**config.mk**
```make
export PLATFORM = sky130hd
export DESIGN_NAME = jellyvl_cdc_array_stabilizer_flat
export DESIGN_NICKNAME = d
export VERILOG_FILES = /design/src/rtl/jellyvl_cdc_array_stabilizer_pkg.sv /design/src/rtl/jellyvl_cdc_array_stabilizer_if.sv /design/src/rtl/jellyvl_cdc_array_stabilizer.sv /design/src/flat_wrapper.sv
export SDC_FILE = /design/constraint.sdc
export NUM_CORES = 1
export LEC_CHECK = 0
export BUFFER_PORTS_ARGS = -buffer_cell sky130_fd_sc_hd__buf_2
export CAP_MARGIN = 20
export CORE_AREA = 2 2 39 41
export DETAILED_ROUTE_END_ITERATION = 10
export DIE_AREA = 0 0 41 43
export GPL_TIMING_DRIVEN = 0
export PLACE_DENSITY = 0.52
export SLEW_MARGIN = 20
export SYNTH_ARGS = -nofsm -noshare
export SYNTH_HDL_FRONTEND = slang
export SYNTH_SLANG_ARGS = --single-unit
```
**constraint.sdc**
```tcl
create_clock -name clk -period 2.7 [get_ports clk]
set_input_delay 0.27 -clock clk [delete_from_list [all_inputs] [get_ports clk]]
set_output_delay 0.27 -clock clk [all_outputs]
set_load 0.05 [all_outputs]
```
**src/rtl/jellyvl_cdc_array_stabilizer_pkg.sv**
```systemverilog
// jellyvl_cdc_array_stabilizer_pkg: shared sizing helper for the CDC array stabilizer
package jellyvl_cdc_array_stabilizer_pkg;

    // Width of a counter able to hold 0..n inclusive
    function automatic int cnt_width(input int n);
        return $clog2(n + 1);
    endfunction

endpackage

```
**src/rtl/jellyvl_cdc_array_stabilizer_if.sv**
```systemverilog
// jellyvl_cdc_array_stabilizer_if: synchronized bus in, coherent bus and status pulses out
interface jellyvl_cdc_array_stabilizer_if #(
    parameter int WIDTH = 2
);
    logic [WIDTH-1:0] in_data;
    logic [WIDTH-1:0] out_data;
    logic             out_changed;
    logic             out_stable;
    logic             out_glitch;

    modport master (
        output in_data,
        input  out_data,
        input  out_changed,
        input  out_stable,
        input  out_glitch
    );

    modport slave (
        input  in_data,
        output out_data,
        output out_changed,
        output out_stable,
        output out_glitch
    );
endinterface

```
**src/rtl/jellyvl_cdc_array_stabilizer.sv**
```systemverilog
// jellyvl_cdc_array_stabilizer: accepts a bus value only after STABLE_CYCLES identical samples
module jellyvl_cdc_array_stabilizer
    import jellyvl_cdc_array_stabilizer_pkg::*;
#(
    parameter int               WIDTH         = 2,
    parameter int               STABLE_CYCLES = 3,
    parameter int               CNT_WIDTH     = cnt_width(STABLE_CYCLES),
    parameter logic [WIDTH-1:0] INIT_VALUE    = '0
) (
    input logic clk,
    input logic reset,
    jellyvl_cdc_array_stabilizer_if.slave bus
);
    localparam logic [CNT_WIDTH-1:0] RUN_MAX = CNT_WIDTH'(STABLE_CYCLES);

    logic [WIDTH-1:0]     last;
    logic [CNT_WIDTH-1:0] run;
    logic [CNT_WIDTH-1:0] run_next;
    logic                 diff;
    logic                 reaching;

    // Run-length bookkeeping; a fresh sample counts as reaching when one sample is enough
    always_comb begin
        diff     = bus.in_data != last;
        run_next = diff ? CNT_WIDTH'(1) : (run == RUN_MAX ? RUN_MAX : run + 1'b1);
        reaching = run_next == RUN_MAX && (run != RUN_MAX || diff);
    end

    // Registered state and outputs; nothing combinational reaches the outputs
    always_ff @(posedge clk) begin
        if (reset) begin
            last            <= INIT_VALUE;
            run             <= RUN_MAX;
            bus.out_data    <= INIT_VALUE;
            bus.out_changed <= 1'b0;
            bus.out_stable  <= 1'b1;
            bus.out_glitch  <= 1'b0;
        end else begin
            last            <= bus.in_data;
            run             <= run_next;
            bus.out_data    <= reaching ? bus.in_data : bus.out_data;
            bus.out_changed <= reaching && bus.in_data != bus.out_data;
            bus.out_stable  <= run_next == RUN_MAX;
            bus.out_glitch  <= diff && run < RUN_MAX;
        end
    end

endmodule

```
**src/flat_wrapper.sv**
```systemverilog
// flat-port wrapper written by rule: the top's interface ports become plain ports
module jellyvl_cdc_array_stabilizer_flat import jellyvl_cdc_array_stabilizer_pkg::*;
#(
    parameter int               WIDTH         = 2,
    parameter int               STABLE_CYCLES = 3,
    parameter int               CNT_WIDTH     = cnt_width(STABLE_CYCLES),
    parameter logic [WIDTH-1:0] INIT_VALUE    = '0
)
  (clk, reset, bus_in_data, bus_out_data, bus_out_changed, bus_out_stable, bus_out_glitch);
  jellyvl_cdc_array_stabilizer_if #(.WIDTH(WIDTH)) bus_i ();
  input logic clk;
  input logic reset;
  input wire logic [$bits(bus_i.in_data)-1:0] bus_in_data;
  output wire logic [$bits(bus_i.out_data)-1:0] bus_out_data;
  output wire logic [$bits(bus_i.out_changed)-1:0] bus_out_changed;
  output wire logic [$bits(bus_i.out_stable)-1:0] bus_out_stable;
  output wire logic [$bits(bus_i.out_glitch)-1:0] bus_out_glitch;
  assign bus_i.in_data = bus_in_data;
  assign bus_out_data = bus_i.out_data;
  assign bus_out_changed = bus_i.out_changed;
  assign bus_out_stable = bus_i.out_stable;
  assign bus_out_glitch = bus_i.out_glitch;
  jellyvl_cdc_array_stabilizer #(.WIDTH(WIDTH), .STABLE_CYCLES(STABLE_CYCLES), .CNT_WIDTH(CNT_WIDTH), .INIT_VALUE(INIT_VALUE)) u_core (.clk(clk), .reset(reset), .bus(bus_i));
endmodule
```
======== Word level (Yosys, flattened, before mapping) ========
Index checks and enable logic that the tools add are counted.
word-level totals
  bits in registers ....................... 9
  latch bits .............................. 0
  RAM bits ................................ 0
  ROM bits ................................ 0
  input port bits ......................... 4
  output and inout port bits .............. 5
  word-level logic and storage cells ...... 19
  memories kept ........................... 0
operators by class
  add/sub/neg operators ................... 1
  multipliers ............................. 0
  divide/modulo/power cells ............... 0
  $lt $le $gt $ge ......................... 1
  equal/unequal tests ..................... 5
  shift-type cells ........................ 0
  mux-type cells .......................... 2
  bitwise operators ....................... 0
  reductions and logical operators ........ 4
operator list
  cell                                                            number
  2-bit == test (second input constant)                           2
  2-bit 2-to-1 mux                                                2
  2-bit != test                                                   2
  1-bit logical AND                                               3
  2-bit by 1-bit adder with 2-bit output (second input constant)  1
  2-bit < comparator (second input constant)                      1
  2-bit != test (second input constant)                           1
  1-bit logical OR                                                1

======== Longest topological paths before layout ========
  depth after elaboration ................. 6
  gate-level depth with buffers ........... 3
  depth with buffers taken out ............ 3

======== Least setup slack after synthesis ========
No wires, ideal clock.
  kind .................................... reg2reg
  from .................................... register u_core.bus.out_data[1]
  to ...................................... register u_core.bus.out_changed
  library setup time ...................... 0.086 ns
  arrival ................................. 0.973 ns
  data required time ...................... 2.614 ns
  slack ................................... 1.642 ns
  cell stages (with the launch flop) ...... 3
  path buffers ............................ 0
  clock period less this slack ............ 1.058 ns
  cell sequence ........................... dfxtp_1 xnor2_1 a211oi_1
between the ends
  word-level cells in the longest chain between the ends .. 2
ends and longest elaborated chain
  what                    RTL line                               RTL
  start, declared         jellyvl_cdc_array_stabilizer_if.sv:21  output out_data,
  start signal, assigned  jellyvl_cdc_array_stabilizer.sv:41     bus.out_data <= reaching ? bus.in_data : bus.out_data;
  2-bit != test           jellyvl_cdc_array_stabilizer.sv:42     bus.out_changed <= reaching && bus.in_data != bus.out_data;
  1-bit logical AND       jellyvl_cdc_array_stabilizer.sv:42
  end signal, assigned    jellyvl_cdc_array_stabilizer.sv:42
  end, declared           jellyvl_cdc_array_stabilizer_if.sv:22  output out_changed,
No other way between the ends.
A chain may end at the register's enable or synchronous reset.

======== Final worst setup path ========
  from .................................... register u_core.bus.out_data[0]
  to ...................................... output port bus_out_data[0]
RTL lines
  what           RTL line            RTL
  end, declared  flat_wrapper.sv:14  output wire logic [$bits(bus_i.out_data)-1:0] bus_out_data;
No word-level cell between the ends.

==> impl_results.md <==
- Vias: 231
- Die Wd: 41 um
- Maximum vdd drop: ~0.26 mV
- Crit-path max cell delay: about 0.36 ns
- H-Tree Depth: 1
- Pwr Density: slightly below 700 nW/um^2
- Critical Path RT: 2.43 ns
- Multi-input gate area: 143 sq um
- CTS buffer count: 3
- I/O pin cnt: 9
- CTS max path bufs: 2
- Post-synth EDFFs: 0
- Core area: 1380 sq um
- Clk Latency, worst-skew pair: 0.26 ns
- Final ANT Viol Nets: 0
- Asr flop ratio synth: 0%
- Leakage: 0.000172 uW
- Slowest cell on crit path: dfxtp_1
- Final hold violation count: 0
- Slew at the pin closest to its max-slew limit: around 0.37 ns
- TritonCTS clock tree: yes
- Largest delay share family, worst path: flip-flops
- Ant. Diodes: 0
- Final setup violation count: 0
- Initial core utilization: 23.6%
- Crit path cell chain: buf_2
- Sequential Area: 180 sq um
- Drt initial violations: 0
- Vias in the first global route: 231
- Largest net degree at the start of global routing: 10
- Hold wc startpoint: bus_in_data[0]
- Yosys reg bits: 9
- Placed Cells: 52
- Register area share after synthesis: 55.2%
- Worst Hold Class: input pin to flop
- Setup crit end kind: output port
- Remaining DRCs: 0
- Worst setup path start: u_core.bus.out_data[0]
- Origin of the critical flop-to-flop path: u_core.last[1]
- Die ar.: 1760 sq um
- # Post-CTS Setup Buffers: 0
- Yosys cell types: 12
- Fmax: 0.855 GHz
- Clock Pin Slew Worst Setup and Hold Paths: 0.06 ns
- Area growth, synth to finish: 24.9%
- GRT overflow: 0
- Initial antenna violation count: 0
- Tcrit/Tclk final: 43.3%
- Total power: 276 uW
- Routed len/inst: 9.30 um
- First-pass detailed-route iteration total: 1
- TritonCTS sink count: 9
- Post-place instance area: 382 sq um
- Largest fanout on the critical path: 3
- CP Class: flop to output port
- Mapped Area: 327 sq um
- Hold slack: between 0.3 and 0.4 ns
- CP arrival: 0.90 ns
- Clock Tree Root: clkbuf_4
- Share of post-route cells with drive strength above 1: about a third
- Nets: 45
- Std cell rows: 14
- Routed WL: 521 um
- Mapped Nets: 33
- Most instantiated cells after synthesis: dfxtp_1, nor2b_1, xnor2_1
- Post-route insts no fill: 56
- Count leader, synth: dfxtp_1
- Fin Clk Skew: 0.00106 ns
- PortBufs: 7
- Total GRT Usage: 8.67%
- Synth Instances: 29
- Min Clock Period, post-route: about 1.2 ns
- Top cells by area, synth: dfxtp_1, xnor2_1, nor2b_1
- Setup TNS: 0 ns
- Post-CTS sizing: 0
- CP Buf/Inv Count: 1
- Synth top area share: 55.2%
- Final GP Congestion: 0.621
- Maxcap violations: 0
- First-pass GRT wire length: between 900 and 1000 um
- Status: completed
- Die Ht: 43 um
- Slew HR: 75.3%
- Ys Warns: 0
- Fillers: 153
- Crit start category: flop
- Vias per cell: 4.13
- Syn_area_per_cell: 11.3 sq um
- Ys flop type: dfxtp_1
- CTS Hold Bufs: 0
- Final Max Tran Viols: 0
- Top cell type by total area after synthesis: dfxtp_1
- RSZ-0062 raised after global routing: false
- Final instance area: 408 sq um
- Dpl hpwl: 369 um
-- area by class of cell --
cell class / count / share of cell area (%)
Clock buffer: 4 / 6.44
Sequential cell: 9 / 44.2
Multi-Input combinational cell: 19 / 35.0
Buffer: 1 / 0.920
Timing Repair Buffer: 7 / 8.59
Tap cell: 16 / 4.91
-- kinds of logic after synthesis --
logic type | count (synthesis) | synth area share (%)
AOI/OAI and AO/OA | 4 | 9.19
xor gates and xnor gates | 4 | 10.7
buffers and inverters | 1 | 1.15
DFF | 9 | 55.2
muxes | 2 | 6.90
and+or+nand+nor | 9 | 16.9
-- metrics by stage --
stage	util [%]	setup WS [ns]
after floorplan	-	1.64
after global placement	27.6	1.49
after detailed placement	27.6	1.50
after CTS	29.5	1.52
after global routing	29.5	1.49
final	29.5	1.53
-- power by group --
group,leakage (uW),total (uW),internal (uW),switching (uW)
sequential,0.0000741,143,139,3.41
clock,0.0000150,103,56.9,46.2
combinational,0.0000833,30.2,10.9,19.3
total,0.000172,276,207,68.9
-- worst paths after layout --
kind | end | slack (ns) | cells after the start
max | bus_out_data[0] | 1.53 | 1
min | u_core.last[0] | 0.31 | 2
max reg2reg | u_core.bus.out_data[1] | 1.62 | 3
min reg2reg | u_core.run[0] | 0.42 | 1
-- placed cells by master, fill, tap and decap left out --
master,n
clkbuf_4,3
buf_2,7
and2_1,1
nor2_1,1
dfxtp_1,9
or2_2,1
nor2b_1,4
a21o_1,2
a211oi_1,2
nand4b_1,1
mux2_2,2
clkbuf_1,2
xnor2_1,4
nand3_1,1
-- registers in the layout, summed over array words and instances, names as in the netlist --
name and flops:
u_core.bus.out_changed 1, u_core.bus.out_glitch 1, u_core.run 2, u_core.bus.out_data 2
u_core.last 2, u_core.bus.out_stable 1
-- routing by layer --
layer	track usage, %	wire, um	up-vias	share of wire (%)
met1	9.45	231	100	44
li1	-	-	120	-
met3	9.42	73	0	14
met4	4.00	0	0	0
met2	10.3	217	11	42
met5	0	0	-	0
(Power assumes the default switching activity.)
